--- src/rtl/riscky_pkg.sv ---
// Shared definitions for the multicycle RV32I core: opcodes, controller states and the
// encodings used on the datapath select/control lines.
package riscky_pkg;

   localparam logic [6:0] OpLoad   = 7'b0000011;
   localparam logic [6:0] OpStore  = 7'b0100011;
   localparam logic [6:0] OpRtype  = 7'b0110011;
   localparam logic [6:0] OpItype  = 7'b0010011;
   localparam logic [6:0] OpBranch = 7'b1100011;
   localparam logic [6:0] OpJal    = 7'b1101111;

   typedef enum logic [3:0] {
      StFetch, StDecode, StMemAdr, StMemRead, StMemWrite, StMemWb,
      StExecR, StExecI, StAluWb, StJal, StBeq, StTrap
   } state_e;

   typedef enum logic [1:0] {
      AluOpAdd   = 2'b00,
      AluOpSub   = 2'b01,
      AluOpFunct = 2'b10
   } alu_op_e;

   localparam logic [2:0] AluAdd = 3'b000;
   localparam logic [2:0] AluSub = 3'b001;
   localparam logic [2:0] AluAnd = 3'b010;
   localparam logic [2:0] AluOr  = 3'b011;
   localparam logic [2:0] AluSlt = 3'b101;

   localparam logic [1:0] ResAluOut    = 2'b00;
   localparam logic [1:0] ResData      = 2'b01;
   localparam logic [1:0] ResAluResult = 2'b10;

   localparam logic [1:0] SrcAPc    = 2'b00;
   localparam logic [1:0] SrcAOldPc = 2'b01;
   localparam logic [1:0] SrcARd1   = 2'b10;

   localparam logic [1:0] SrcBRd2  = 2'b00;
   localparam logic [1:0] SrcBImm  = 2'b01;
   localparam logic [1:0] SrcBFour = 2'b10;

   localparam logic [1:0] ImmI = 2'b00;
   localparam logic [1:0] ImmS = 2'b01;
   localparam logic [1:0] ImmB = 2'b10;
   localparam logic [1:0] ImmJ = 2'b11;

   function automatic logic [1:0] imm_src(input logic [6:0] op);
      case (op)
         OpStore:  return ImmS;
         OpBranch: return ImmB;
         OpJal:    return ImmJ;
         default:  return ImmI;
      endcase
   endfunction

endpackage

--- src/rtl/multicycle_controller_alu_decoder.sv ---
// ALU decoder: maps the FSM's ALUOp plus instruction fields onto the ALU control code.
module multicycle_controller_alu_decoder
   import riscky_pkg::*;
(
   input  logic [1:0] alu_op,
   input  logic [6:0] op,
   input  logic [2:0] funct3,
   input  logic [6:0] funct7,
   output logic [2:0] alu_control
);

   // Only op[5] (R vs I) and funct7[5] (sub) matter here.
   logic unused_fields;
   assign unused_fields = ^{op[6], op[4:0], funct7[6], funct7[4:0]};

   always_comb begin
      alu_control = AluAdd;
      case (alu_op)
         AluOpSub: alu_control = AluSub;
         AluOpFunct: begin
            case (funct3)
               3'b000:  alu_control = (op[5] & funct7[5]) ? AluSub : AluAdd;
               3'b010:  alu_control = AluSlt;
               3'b110:  alu_control = AluOr;
               3'b111:  alu_control = AluAnd;
               default: alu_control = AluAdd;
            endcase
         end
         default: alu_control = AluAdd;
      endcase
   end

endmodule

--- src/rtl/multicycle_controller.sv ---
// Multicycle RV32I sequencing FSM: per-state datapath enables/selects, stalls on the
// shared memory via mem_ready, and parks in a sticky trap on unsupported opcodes.
module multicycle_controller
   import riscky_pkg::*;
#(
   parameter int unsigned STATE_W = 4
) (
   input  logic               clk,
   input  logic               rst,
   input  logic [6:0]         op,
   input  logic [2:0]         funct3,
   input  logic [6:0]         funct7,
   input  logic               zero,
   input  logic               mem_ready,
   output logic               PCWrite,
   output logic               AdrSrc,
   output logic               MemWrite,
   output logic               IRWrite,
   output logic               RegWrite,
   output logic [1:0]         ResultSrc,
   output logic [1:0]         ALUSrcA,
   output logic [1:0]         ALUSrcB,
   output logic [1:0]         ImmSrc,
   output logic [2:0]         ALUControl,
   output logic               illegal,
   output logic [STATE_W-1:0] state_dbg
);

   state_e     state_q, state_d;
   logic       illegal_q;
   logic       pc_update, branch;
   logic [1:0] alu_op;

   always_ff @(posedge clk or negedge rst) begin
      if (!rst) begin
         state_q   <= StFetch;
         illegal_q <= 1'b0;
      end else begin
         state_q <= state_d;
         if (state_d == StTrap) illegal_q <= 1'b1;
      end
   end

   always_comb begin
      state_d   = state_q;
      pc_update = 1'b0;
      branch    = 1'b0;
      AdrSrc    = 1'b0;
      MemWrite  = 1'b0;
      IRWrite   = 1'b0;
      RegWrite  = 1'b0;
      ResultSrc = ResAluOut;
      ALUSrcA   = SrcAPc;
      ALUSrcB   = SrcBRd2;
      alu_op    = AluOpAdd;
      unique case (state_q)
         StFetch: begin
            IRWrite   = mem_ready;
            pc_update = mem_ready;
            ALUSrcA   = SrcAPc;
            ALUSrcB   = SrcBFour;
            ResultSrc = ResAluResult;
            if (mem_ready) state_d = StDecode;
         end
         StDecode: begin
            // Branch target is computed here and parked in ALUOut.
            ALUSrcA = SrcAOldPc;
            ALUSrcB = SrcBImm;
            case (op)
               OpLoad, OpStore: state_d = StMemAdr;
               OpRtype:         state_d = StExecR;
               OpItype:         state_d = StExecI;
               OpBranch:        state_d = StBeq;
               OpJal:           state_d = StJal;
               default:         state_d = StTrap;
            endcase
         end
         StMemAdr: begin
            ALUSrcA = SrcARd1;
            ALUSrcB = SrcBImm;
            state_d = (op == OpLoad) ? StMemRead : StMemWrite;
         end
         StMemRead: begin
            AdrSrc = 1'b1;
            if (mem_ready) state_d = StMemWb;
         end
         StMemWrite: begin
            AdrSrc   = 1'b1;
            MemWrite = 1'b1;
            if (mem_ready) state_d = StFetch;
         end
         StMemWb: begin
            ResultSrc = ResData;
            RegWrite  = 1'b1;
            state_d   = StFetch;
         end
         StExecR: begin
            ALUSrcA = SrcARd1;
            ALUSrcB = SrcBRd2;
            alu_op  = AluOpFunct;
            state_d = StAluWb;
         end
         StExecI: begin
            ALUSrcA = SrcARd1;
            ALUSrcB = SrcBImm;
            alu_op  = AluOpFunct;
            state_d = StAluWb;
         end
         StAluWb: begin
            RegWrite = 1'b1;
            state_d  = StFetch;
         end
         StJal: begin
            ALUSrcA   = SrcAOldPc;
            ALUSrcB   = SrcBFour;
            pc_update = 1'b1;
            RegWrite  = 1'b1;
            state_d   = StFetch;
         end
         StBeq: begin
            ALUSrcA = SrcARd1;
            ALUSrcB = SrcBRd2;
            alu_op  = AluOpSub;
            branch  = 1'b1;
            state_d = StFetch;
         end
         StTrap:  state_d = StTrap;
         default: state_d = StTrap;
      endcase
   end

   multicycle_controller_alu_decoder u_alu_decoder (
      .alu_op      (alu_op),
      .op          (op),
      .funct3      (funct3),
      .funct7      (funct7),
      .alu_control (ALUControl)
   );

   assign PCWrite   = pc_update | (branch & zero);
   assign ImmSrc    = imm_src(op);
   assign illegal   = illegal_q;
   assign state_dbg = STATE_W'(state_q);

endmodule
--- config.mk ---
export PLATFORM = sky130hd
export DESIGN_NAME = multicycle_controller
export DESIGN_NICKNAME = d
export VERILOG_FILES = /design/src/rtl/riscky_pkg.sv /design/src/rtl/multicycle_controller_alu_decoder.sv /design/src/rtl/multicycle_controller.sv
export SDC_FILE = /design/constraint.sdc
export NUM_CORES = 1
export LEC_CHECK = 0
export ABC_AREA = 0
export BUFFER_PORTS_ARGS = -buffer_cell sky130_fd_sc_hd__buf_4
export CAP_MARGIN = 20
export CORE_MARGIN = 2
export CORE_UTILIZATION = 44
export CTS_CLUSTER_DIAMETER = 100
export DETAILED_ROUTE_END_ITERATION = 8
export PLACE_DENSITY = 0.83
export SLEW_MARGIN = 20
export SYNTH_ARGS = -nofsm -noshare
export SYNTH_HDL_FRONTEND = slang
export SYNTH_HIERARCHICAL = 1
export SYNTH_SLANG_ARGS = --single-unit
--- constraint.sdc ---
create_clock -name clk -period 4.2 [get_ports clk]
set_clock_uncertainty 0.2 [all_clocks]
set_input_delay 0.63 -clock clk [delete_from_list [all_inputs] [get_ports clk]]
set_output_delay 0.63 -clock clk [all_outputs]
set_load 0.1 [all_outputs]
==> impl_metrics.py, run 1 <==
metrics = {
    "yosys": {
        "synth_top_area_cell": "dfrtp_1",
        "synth_most_common_cell": "nor2_1",
        "synth_area_leaders": "dfrtp_1, nor2_1, nand2b_1",
        "synthesis.nets": 111,
        "yosys-top-cells-count": "nor2_1, a21oi_1, nand2b_1",
        "synth_top_area_share_pct": 19.42,
        "synth_warnings": 6,
        "ys.flop_type": "dfrtp_1",
        "ys_seq_area_share_pct": 19.42,
        "synth_cell_type_count": 39,
        "synth-edff-count": 0,
        "async_flop_share_pct": 100.0,
        "syn_inst": 88,
        "synth_area_um2": 644.4,
        "synth-seq-cells": 5,
        "syn_area_per_cell_um2": 7.322,
    },
    "global_routing": {
        "grt_max_degree": 19,
        "first_global_vias": 729,
        "grt_antenna_before_repair": 0,
        "grt_pass1_wl_um": 3305,
        "track_usage_pct": 23.14,
        "gr-total-overflow": 0,
    },
    "run_status": {
        "status": "completed",
    },
    "finish": {
        "post_layout_nonfiller_instances": 138,
        "seq_area_um2": 125.1,
        "finalNetCount": 147,
        "fillCellCount": 116,
        "area_growth_pct": 48.93,
        "diodes": 0,
        "multi_input_area_um2": 490.5,
        "drive_gt1_share_pct": 40.65,
        "final_core_utilization_pct": 71.95,
    },
    "timing": {
        "slew_violations": 0,
        "setup_viol": 0,
        "relSlewSlack_pct": 64.44,
        "tightest_slew_ns": 0.5334,
        "fin_crit_sh_pct": 74.71,
        "hold-worst-slack_ns": 0.2605,
        "rsz0062_at_grt": "no",
        "period_minus_slack_ns": 3.138,
        "finalSetupTns_ns": 0,
        "final-hold-violation-count": 0,
        "fmax_mhz": 318.7,
    },
    "clock_network": {
        "postCtsHoldBufs": 1,
        "ctsLongestPathBuffers": 2,
        "post_cts_resized": 0,
        "clock_latency_ns": 0.24,
        "cts_tree": "yes",
        "cts_setup_buffers": 0,
        "clkSinkCount": 5,
        "clk_pin_slew_worst_paths_ns": 0.05,
        "root_buffer": "clkbuf_4",
        "cts_max_level": 1,
        "numCtsBuffers": 3,
    },
    "floorplan": {
        "die_h_um": 42.27,
        "start_util_pct": 48.31,
        "die_w_um": 42.27,
        "row_count": 13,
        "dieArea_mm2": 0.001787,
        "design.core.area_mm2": 0.001334,
        "pin_count": 42,
    },
    "placed_design": {
        "place.gp.congestion": 0.7710,
        "dp_hpwl_um": 1404,
        "dp_cells": 133,
        "io_buffers": 35,
    },
    "critical_path": {
        "slowest_stage": "dfrtp_1",
        "setup.worst_path.end_class": "output pin",
        "critPathRequiredTime_ns": 3.37,
        "critPathMaxFanout": 16,
        "crit_arrival_ns": 2.31,
        "path_cells": "inv_2, nor3_1, inv_1, ha_1, nor4_4, buf_4",
        "cp-start-kind": "flop",
        "max_stage_delay_ns": 0.67,
        "path_class": "reg -> out",
    },
    "route": {
        "vias": 753,
        "drc": 0,
        "drtIter0Drc": 13,
        "wl_per_cell_um": 13.12,
        "ant_nets": 0,
        "viasPerCell": 5.457,
        "dr.pass1.iters": 4,
        "drt_wl_total_um": 1810,
    },
    "hold_path": {
        "min_path_type": "reg -> reg",
    },
    "flow_run": {
        "cap_violations": 0,
    },
}
-- stage by stage --
stage	setup WS, ns	area [um2]
6_report	1.062	959.7
5_1_grt	0.8807	959.7
4_1_cts	1.086	959.7
3_5_place_dp	1.352	923.4
3_3_place_gp	1.386	923.4
2_1_floorplan	-0.008481	674.4
-- metal layers --
metal / global-route usage (%) / share of wire, % / vias to the layer above
met5: 0 / 0 / -
met4: 7.500 / 0 / 0
met3: 2.586 / 4.8 / 0
met2: 37.23 / 50 / 24
met1: 31.95 / 46 / 343
li1: - / - / 386
-- final timing paths --
kind	start	slack (ns)	cells after the start	to
worst max-delay path	state_dbg[1]	1.06	6	ALUControl[2]
worst min-delay path	illegal	0.26	1	illegal
worst max register to register	state_dbg[2]	2.24	4	illegal
worst min register to register	illegal	0.26	1	illegal
max in group asynchronous	rst	3.17	2	state_dbg[3]
min in group asynchronous	rst	0.52	2	state_dbg[1]
-- cell type report --
type	count	share of cell area, %
Clock buffer	4	2.738
Inverter	7	2.738
Multi-Input combinational cell	71	51.11
Sequential cell	5	13.04
Tap cell	15	1.956
Timing Repair Buffer	36	28.42
-- cell usage in the layout, fill, tap and decap left out, drive strengths merged, types with 3 or more instances in the layout --
cell    instances
a21oi           6
buf            35
clkbuf          4
dfrtp           5
inv             7
nand2           3
nand2b          6
nor2           14
nor3            5
o211ai          3
o21ai           3
-- flip-flops by register name, summed over array words and instances, names as in the netlist --
register   cells
illegal        1
state_dbg      4
-- cell families (layout without fill, tap and decap cells) --
kind of cell,after synthesis,in the layout,synth area share (%)
buf+inv,12,47,9.125
flops,5,5,19.42
fa+ha+maj,2,2,3.883
simple gates,47,47,41.36
xor+xnor,2,2,2.719
compound gates,20,20,23.50
-- worst max-delay path, delay by kind of cell, from the launching register on --
kind | cells | cell delay (ns)
DFF | 1 | 0.67
buffers and inverters | 3 | 0.53
and+or+nand+nor | 2 | 0.50
adders and majority gates | 1 | 0.35
Power of run 1 is left out: the tool's default activity adds up to more than one toggle a clock period on the data nets, which glitch-free logic cannot reach.
==> run 2: changes to the inputs <==
- ABC_AREA: 0 -> 1
- CORE_UTILIZATION: 44 -> 36
- PLACE_DENSITY: 0.83 -> 0.74
- clock period: 4.2 -> 2.5 ns (I/O delays scaled with it)
==> run 2 against run 1 <==
Effect of this change: via count increased by 8.5%; die area up 16%; first-iteration DRC count fell by 31%; critical path type unchanged; area after synthesis decreased by 3.7%; cell count rose by 20%; utilization fell by 4.5 points; flip-flop and latch count is the same; wire length is 6.7% lower.
==> impl_metrics.py, run 2 <==
metrics = {
    "yosys": {
        "synth_area_um2": 620.6,
        "synth_cell_type_count": 22,
        "synth_most_common_cell": "nand2_1",
        "synth_area_leaders": "dfrtp_1, nand2_1, inv_1",
        "ys_seq_area_share_pct": 20.16,
        "synth_warnings": 6,
        "ys.flop_type": "dfrtp_1",
        "synth-edff-count": 0,
        "synth-seq-cells": 5,
        "syn_area_per_cell_um2": 6.025,
        "syn_inst": 103,
        "synthesis.nets": 126,
        "yosys-top-cells-count": "nand2_1, inv_1, nor2_1",
        "synth_top_area_share_pct": 20.16,
        "async_flop_share_pct": 100.0,
        "synth_top_area_cell": "dfrtp_1",
    },
    "finish": {
        "final_common_cell": "buf_4",
        "finalInstanceArea_mm2": 0.001127,
        "area_growth_pct": 81.65,
        "final_cell_mix": "buf_4, nand2_1, inv_1",
        "finalNetCount": 173,
        "diodes": 0,
        "largest_register_ffs": 4,
        "final_core_utilization_pct": 67.49,
        "drive_gt1_share_pct": 58.39,
    },
    "clock_network": {
        "clkSinkCount": 5,
        "cts_tree": "yes",
        "clk_pin_slew_worst_paths_ns": 0.04,
        "root_buffer": "clkbuf_4",
        "clock_latency_ns": 0.23,
        "ctsLongestPathBuffers": 2,
        "cts_max_level": 1,
        "numCtsBuffers": 3,
    },
    "route": {
        "viasPerCell": 4.922,
        "drt_wl_total_um": 1688,
        "ant_nets": 0,
        "drc": 0,
        "vias": 817,
        "wl_per_cell_um": 10.17,
        "drtIter0Drc": 9,
        "dr.pass1.iters": 4,
    },
    "critical_path": {
        "setup.worst_path.end_class": "output pin",
        "critPathRequiredTime_ns": 1.92,
        "crit_arrival_ns": 1.83,
        "path_class": "reg -> out",
        "cp-start-kind": "flop",
        "critPathMaxFanout": 4,
    },
    "floorplan": {
        "die_w_um": 45.52,
        "design.core.area_mm2": 0.001670,
        "die_h_um": 45.52,
        "start_util_pct": 37.15,
        "pin_count": 42,
        "dieArea_mm2": 0.002072,
        "row_count": 15,
    },
    "placed_design": {
        "placed_area_mm2": 0.001008,
        "place.gp.congestion": 0.7512,
        "dp_hpwl_um": 1401,
        "io_buffers": 35,
    },
    "timing": {
        "period_minus_slack_ns": 2.409,
        "fin_crit_sh_pct": 96.37,
        "final-hold-violation-count": 0,
        "relSlewSlack_pct": 80.99,
        "tightest_slew_ns": 0.2829,
        "setup_viol": 0,
        "slew_violations": 0,
        "fmax_mhz": 415.1,
    },
    "global_routing": {
        "grt_pass1_wl_um": 2539,
        "track_usage_pct": 16.14,
        "grt_antenna_before_repair": 0,
        "grt_max_degree": 9,
        "gr-total-overflow": 0,
        "first_global_vias": 684,
    },
    "hold_path": {
        "min_path_type": "in -> reg",
    },
    "run_status": {
        "status": "completed",
    },
    "flow_run": {
        "cap_violations": 0,
    },
}
run 2: critical path, cell delays in order (launching register included):
cell     delay [ns]
dfrtp_4        0.50
buf_4          0.14
nand2_2        0.07
inv_2          0.03
nand2_2        0.08
inv_2          0.06
ha_4           0.22
inv_1          0.07
nand4_1        0.13
nand3_4        0.12
buf_12         0.17
run 2: metrics by stage:
| step | hold slack (ns) | cells | TNS (ns) | worst slack [ns] |
|---|---|---|---|---|
| floorplan | -0.1206 | 103 | -0.2856 | -0.2856 |
| global route | 0.2655 | 166 | -0.004807 | -0.004807 |
| CTS | 0.2488 | 164 | -0.004480 | -0.004480 |
| global placement | -0.02355 | 158 | 0 | 0.1518 |
| finish | 0.2518 | 166 | 0 | 0.09085 |
| detailed placement | -0.02165 | 158 | 0 | 0.1149 |
run 2: final cells by class:
| type | instances | area, um2 |
|---|---|---|
| inverter | 25 | 93.84 |
| tap | 17 | 21.27 |
| clock buffer | 4 | 26.28 |
| timing repair buffer | 42 | 342.8 |
| fill | 147 | 543.0 |
| multi-input combinational | 73 | 505.5 |
| sequential | 5 | 137.6 |
run 2: timing repair:
item                       CTS  global route
pin swaps                    0             5
setup endpoints to repair    2             2
buffers inserted             1             2
hold endpoints to repair     5             0
gates resized for setup      6            10
hold buffers                 1             0
run 2: kinds of logic after synthesis:
| kind of cell | synth area share, % |
|---|---|
| simple gates | 51.81 |
| fa+ha+maj | 4.032 |
| flops | 20.16 |
| buf+inv | 15.12 |
| compound gates | 8.872 |
run 2: final timing paths:
check                             start             to  slack (ns)  cells after the start
max                        state_dbg[2]  ALUControl[0]        0.09                     10
min                               op[6]   state_dbg[3]        0.25                      3
max reg2reg                state_dbg[2]        illegal        0.93                      8
min reg2reg                     illegal        illegal        0.26                      2
max in group asynchronous           rst   state_dbg[1]        1.70                      2
min in group asynchronous           rst   state_dbg[3]        0.28                      2
run 2: per-layer routing:
layer / global-route usage, % / wire (um) / part of all wire (%)
met1: 18.80 / 658 / 39
met2: 31.27 / 962 / 57
met3: 3.571 / 66 / 3.9
met4: 0 / 0 / 0
met5: 0 / 0 / 0
Power of run 2 is left out for the same reason.
